## src/rtl/reg_write_buffer.sv

```systemverilog
// rtl/reg_write_buffer.sv - in-order register write FIFO with forwarding lookup
// Lookup comparators are built only when REG_WRITE_BUFFER_FORWARD_EN is defined.
module reg_write_buffer #(
   parameter int WordLen   = 32,
   parameter int WordCount = 16,
   parameter int Depth     = 4,
   localparam int RW = $clog2(WordCount),
   localparam int CW = $clog2(Depth) + 1
) (
   input  logic               clk,
   input  logic               rst_n,
   input  logic               inValid,
   output logic               inReady,
   input  logic [RW-1:0]      inReg,
   input  logic [WordLen-1:0] inData,
   input  logic               drainEn,
   output logic               wbRegWrite,
   output logic [RW-1:0]      wbReg,
   output logic [WordLen-1:0] wbData,
   input  logic [RW-1:0]      lookupReg,
   output logic               lookupHit,
   output logic [WordLen-1:0] lookupData,
   output logic [CW-1:0]      count
);

   localparam int PW = CW - 1;

   logic [RW-1:0]      mem_reg_q  [Depth];
   logic [RW-1:0]      mem_reg_d  [Depth];
   logic [WordLen-1:0] mem_data_q [Depth];
   logic [WordLen-1:0] mem_data_d [Depth];
   logic [PW-1:0]      head_q, head_d;
   logic [PW-1:0]      tail_q, tail_d;
   logic [CW-1:0]      count_q, count_d;
   logic               wb_write_q, wb_write_d;
   logic [RW-1:0]      wb_reg_q, wb_reg_d;
   logic [WordLen-1:0] wb_data_q, wb_data_d;
   logic               push;
   logic               pop;

   // Ready depends only on registered occupancy, so a full buffer refuses even during a pop.
   assign inReady = (count_q < CW'(Depth));

   always_comb begin
      push       = inValid && inReady;
      pop        = drainEn && (count_q != '0);
      mem_reg_d  = mem_reg_q;
      mem_data_d = mem_data_q;
      head_d     = head_q;
      tail_d     = tail_q;
      count_d    = count_q;
      wb_write_d = 1'b0;
      wb_reg_d   = wb_reg_q;
      wb_data_d  = wb_data_q;
      if (push) begin
         mem_reg_d[tail_q]  = inReg;
         mem_data_d[tail_q] = inData;
         tail_d             = tail_q + 1'b1;
      end
      if (pop) begin
         wb_write_d = 1'b1;
         wb_reg_d   = mem_reg_q[head_q];
         wb_data_d  = mem_data_q[head_q];
         head_d     = head_q + 1'b1;
      end
      if (push && !pop) begin
         count_d = count_q + 1'b1;
      end else if (pop && !push) begin
         count_d = count_q - 1'b1;
      end
   end

   always_ff @(posedge clk or negedge rst_n) begin
      if (!rst_n) begin
         head_q     <= '0;
         tail_q     <= '0;
         count_q    <= '0;
         wb_write_q <= 1'b0;
         wb_reg_q   <= '0;
         wb_data_q  <= '0;
      end else begin
         head_q     <= head_d;
         tail_q     <= tail_d;
         count_q    <= count_d;
         wb_write_q <= wb_write_d;
         wb_reg_q   <= wb_reg_d;
         wb_data_q  <= wb_data_d;
      end
   end

   // Entry storage needs no reset: occupancy alone decides what is valid.
   always_ff @(posedge clk) begin
      mem_reg_q  <= mem_reg_d;
      mem_data_q <= mem_data_d;
   end

   assign wbRegWrite = wb_write_q;
   assign wbReg      = wb_reg_q;
   assign wbData     = wb_data_q;
   assign count      = count_q;

`ifdef REG_WRITE_BUFFER_FORWARD_EN
   logic [PW-1:0] lk_idx;

   // Scan wb stage first, then FIFO oldest to youngest; later matches override earlier ones.
   always_comb begin
      lookupHit  = 1'b0;
      lookupData = '0;
      lk_idx     = head_q;
      if (wb_write_q && (wb_reg_q == lookupReg)) begin
         lookupHit  = 1'b1;
         lookupData = wb_data_q;
      end
      for (int i = 0; i < Depth; i++) begin
         lk_idx = head_q + PW'(i);
         if ((i < int'(count_q)) && (mem_reg_q[lk_idx] == lookupReg)) begin
            lookupHit  = 1'b1;
            lookupData = mem_data_q[lk_idx];
         end
      end
   end
`else
   logic unused_lookup;

   assign unused_lookup = ^lookupReg;
   assign lookupHit     = 1'b0;
   assign lookupData    = '0;
`endif

endmodule

```

## config.mk

```make
export PLATFORM = sky130hd
export DESIGN_NAME = reg_write_buffer
export DESIGN_NICKNAME = d
export VERILOG_FILES = /design/src/rtl/reg_write_buffer.sv
export SDC_FILE = /design/constraint.sdc
export NUM_CORES = 1
export LEC_CHECK = 0
export ABC_AREA = 0
export BUFFER_PORTS_ARGS = -buffer_cell sky130_fd_sc_hd__buf_4
export CORE_ASPECT_RATIO = 1.75
export CORE_UTILIZATION = 35
export CTS_CLUSTER_DIAMETER = 60
export DETAILED_ROUTE_END_ITERATION = 16
export SLEW_MARGIN = 20
export SYNTH_ARGS = -nofsm -noshare
export SYNTH_HDL_FRONTEND = slang
export SYNTH_SLANG_ARGS = --single-unit
```

## constraint.sdc

```tcl
create_clock -name clk -period 2.7 [get_ports clk]
set_input_delay 0.54 -clock clk [delete_from_list [all_inputs] [get_ports clk]]
set_output_delay 0.54 -clock clk [all_outputs]
set_load 0.05 [all_outputs]
```

After elaboration in Yosys (flattened, before gate mapping):

Index checks and enable logic that the tools add are counted.

* add/sub/neg operators: 4
* $mul: 0
* div/mod/pow operators: 0
* magnitude comparators: 4
* equal/unequal tests: 0
* shift operators: 0
* muxes and demuxes: 15
* bitwise operators: 2
* reduce and logical (&&, ||, !) cells: 9

Operator list (number)
* $bwmux 128: 1
* $mux 32: 3
* $bmux 32 s2: 1
* $demux 32 s2: 1
* $bwmux 16: 1
* $mux 4: 3
* $bmux 4 s2: 1
* $demux 4 s2: 1
* $ge 3x3->1 const B: 2
* $mux 3: 2
* $not 2->3: 2
* $logic_and 1x1->1: 5
* $add 2x1->2 const B: 2
* $add 3x1->3 const B: 1
* $lt 3x1->1 const B: 1
* $lt 3x3->1 const B: 1
* $reduce_bool 3->1: 1
* $sub 3x1->3 const B: 1
* $logic_not 1->1: 2
* $reduce_bool 2->1: 1
* $mux 1: 1

* register bits after elaboration: 188
* latch bits: 0
* RAM bits: 0
* ROM bits: 0
* bits of input ports: 44
* word-level logic and storage cells: 48
* memories kept: 0

Logic depth before layout (Yosys ltp):

* depth in word-level cells: 6
* gate-level depth with buffers: 8
* mapped depth without buffers: 7

Worst setup path after synthesis:

Ideal clock, no wire load.

* path type: register -> register
* start: reg count_q[0] (netlist: count[0])
* end: reg count_q[2] (netlist: count[2])
* library setup time: 0.139 ns
* arrival time: 2.191 ns
* path slack: 0.370 ns
* stages on the path, launching flop included: 9
* path buffers: 1
* cell sequence: dfrtp_1 > o31ai_2 > clkbuf_1 > ha_1 > inv_1 > fa_1 > xor2_1 > nor2_1 > xnor2_1

* cells in the longest elaborated chain, start to end: 5
* elaborated cells between the ends (all ways): 13

RTL lines
* start: declaration: RTL line 34 `logic [CW-1:0] count_q, count_d;`
* start signal: assignment: RTL line 84 `count_q <= count_d;`
* $lt 3x3->1 or $reduce_bool 3->1 (tied branches): RTL line 42, 46
* $logic_and 1x1->1 (on tied branches): RTL line 45, 46
* $logic_not 1->1 (on tied branches): RTL line 68, 66
* $logic_and 1x1->1 (on tied branches): RTL line 68, 66
* $reduce_bool 2->1 (no source line) or $mux 3 (tied branches)

Parallel ways exist; a longest one is shown, timed or not. The select of a mux whose other input is x is not followed.
A chain may end at the register's enable or synchronous reset.

Final worst setup path:

* start: reg count_q[0] (netlist: count[0])
* end: reg head_q[1]

* cells in the longest elaborated chain, start to end: 2

RTL lines
* $reduce_bool 3->1: RTL line 46 `pop = drainEn && (count_q != '0);`
* $logic_and 1x1->1: RTL line 46
* end signal: assignment: RTL line 75 `head_q <= '0;`
* end signal: assignment: RTL line 82 `head_q <= head_d;`
* end: declaration: RTL line 32 `logic [PW-1:0] head_q, head_d;`

No other way between the ends.

==> results.json <==
{
  "status": "finished, final reports clean",
  "n_fill_cell": 1773,
  "crit_path_max_fanout": 38,
  "setup-violations-final": 0,
  "worst_pin_slew_ns": 0.6467,
  "syn_avg_cell_area_um2": 17.61,
  "antenna_found_initial": 1,
  "initial_core_util_pct": 35.68,
  "cts_buffers": 17,
  "layout_setup_ws_ns": 0.7343,
  "worstPathRequired_ns": 2.99,
  "overflow": 0,
  "yosysTopAreaCell": "edfxtp_1",
  "dieWidth_um": 110.7,
  "first_pass_iters": 4,
  "rows": 69,
  "ant_nets": 0,
  "reg2reg_slack_ns": 0.73,
  "power.density_nw_per_um2": 1176,
  "yosysTopAreaCellShare_pct": 59.74,
  "startpoint_type": "flip-flop",
  "tritoncts": "done",
  "cts_htree_levels": 4,
  "final_hold_viol_count": 0,
  "cts.clk_slew.worst_paths_ns": 0.07,
  "clock_sinks": 188,
  "yosys_warnings": 0,
  "hold_slack_ns": 0.1325,
  "drcViolationCount": 0,
  "min_period_ns": 1.966,
  "insertion_delay_ns": 0.43,
  "avgViaCountPerCell": 4.619,
  "place_congestion": 0.6981,
  "seqCellArea_um2": 5428,
  "max_freq_mhz": 508.7,
  "finClkSkew_ns": 0.007927,
  "multi_input_comb_area_um2": 1560,
  "grt_pass1_vias": 3760,
  "fin_crit_sh_pct": 72.80,
  "dieHeight_um": 192.2,
  "synth_cells": 411,
  "wl_per_cell_um": 17.60,
  "cap_violations": 0,
  "leakage_nw": 3.362,
  "post_cts_buffers": 0,
  "nNetsFinal": 554,
  "worst_setup_path_end_kind": "flip-flop",
  "num_io_pins": 118,
  "syn_area_um2": 7238,
  "first_iter_violations": 142,
  "p_total_w": 0.01021,
  "ir_drop_mv": 0.5446,
  "track_usage_pct": 13.49,
  "worstSetupPathType": "flip-flop to flip-flop",
  "port_buffers": 80,
  "ys_ff_latch": 188,
  "grt_max_degree": 45,
  "dieArea_um2": 21280,
  "rsz0062_at_grt": "no",
  "drive_above_1_share_pct": 32.30,
  "cts_resized": 0,
  "vias": 3538,
  "grt_pass1_wl_um": 20910,
  "slew_viol_final": 0,
  "dp.final_hpwl_um": 8486,
  "core_um2": 20290,
  "cts_root_buf": "clkbuf_16",
  "max_slew_margin_pct": 56.89,
  "syn2layout_area_growth_pct": 19.93,
  "pre_cts_ws_ns": 0.6574,
  "ys_seq_area_share_pct": 74.95,
  "cts_buffer_depth": 2,
  "final.setup.tns_ns": 0,
  "critPathArrivalTime_ns": 2.25,
  "hold_class": "input port to asynchronous set/reset pin",
  "routed_wirelength_um": 13480,
  "cts_hold_buffers": 0,
  "synthTopCellsByArea": "edfxtp_1 60%, dfrtp_1 15%, mux4_2 11%",
  "yosysUniqueCellTypes": 21
}
-- routing by layer --
metal | vias up | track usage [%] | routed length [um]
met5 | - | 0 | 0
met4 | 0 | 6.667 | 327
met3 | 16 | 2.745 | 487
met2 | 115 | 25.32 | 7622
met1 | 1796 | 14.23 | 5041
li1 | 1611 | - | -
-- metrics by stage --
| step | utilization, % | cell area (um2) | std cells |
|---|---|---|---|
| 6_report | 42.79 | 8681 | 766 |
| 2_1_floorplan | - | 7358 | 443 |
| 4_1_cts | 42.78 | 8678 | 765 |
| 3_3_place_gp | 39.72 | 8058 | 733 |
| 3_5_place_dp | 39.72 | 8058 | 733 |
| 5_1_grt | 42.79 | 8681 | 766 |
-- cell families (layout without fill, tap and decap cells) --
group                    after synthesis  in the layout  share of synthesized area (%)
other                                  1             34                        0.05181
buffers and inverters                 55            129                          5.341
AO/OA/AOI/OAI                          2              2                         0.2419
adder cells (fa/ha/maj)                6              6                          1.141
AND/OR/NAND/NOR                      116            116                          6.188
flip-flops                           188            188                          74.95
XOR/XNOR                               6              6                         0.7260
multiplexers                          37             37                          11.36
-- Yosys cell counts --
cell type / instances
and2_1: 4
buf_12: 2
buf_2: 10
buf_4: 34
buf_6: 1
clkbuf_1: 3
conb_1: 1
dfrtp_1: 44
edfxtp_1: 144
fa_1: 1
ha_1: 5
inv_1: 5
mux2_2: 1
mux4_2: 36
nand2_1: 110
nor2_1: 1
nor2b_1: 1
o21ai_0: 1
o31ai_2: 1
xnor2_1: 5
xor2_1: 1
-- path summary, 6_finish.rpt --
path / startpoint / endpoint / cells past startpoint
hold / removal: rst_n / wbData[25] / 1
hold reg to reg: wbData[11] / wbData[11] / 2
max in group asynchronous: rst_n / head_q[0] / 1
setup reg to reg: count[0] / head_q[1] / 6
setup / recovery: count[0] / head_q[1] / 6
min in group clk: inData[11] / mem_data_q[107] / 1
-- final cells by class --
type                            instances  share of cell area (%)
Antenna cell                            1                 0.02883
Clock buffer                           19                   5.102
Clock inverter                         13                   2.047
Inverter                                5                  0.2162
Multi-Input combinational cell        200                   17.97
Sequential cell                       188                   62.53
Tap cell                              248                   3.575
Timing Repair Buffer                   92                   8.533
-- state kept, by name, indices dropped and copies added, names as in the netlist --
name / flops
tail_q: 2
mem_reg_q: 16
wbRegWrite: 1
head_q: 2
wbData: 32
count: 3
mem_data_q: 128
wbReg: 4
-- power breakdown --
group,internal [W],switching [W],leakage (nW),total (W)
clock network,0.00151,0.00107,0.302,0.00258
logic,0.00127,0.00223,1.22,0.00350
registers,0.00377,0.000364,1.84,0.00414
-- critical path: stages, from the launching register on --
cell and delay [ns]:
dfrtp_1 0.46, o31ai_4 0.27, buf_4 0.47, clkinv_1 0.17, buf_4 0.26, nand2_1 0.11, xnor2_1 0.06
-- placed cells by master, fill, tap and decap left out, types with 4 or more instances in the layout --
master,instances
xnor2_1,5
nand2_1,110
clkbuf_16,17
conb_1,33
mux4_2,36
buf_4,88
and2_2,4
ha_1,5
inv_1,4
dfrtp_1,42
edfxtp_1,144
buf_12,4
No activity file was read; power rests on OpenSTA's default activity.
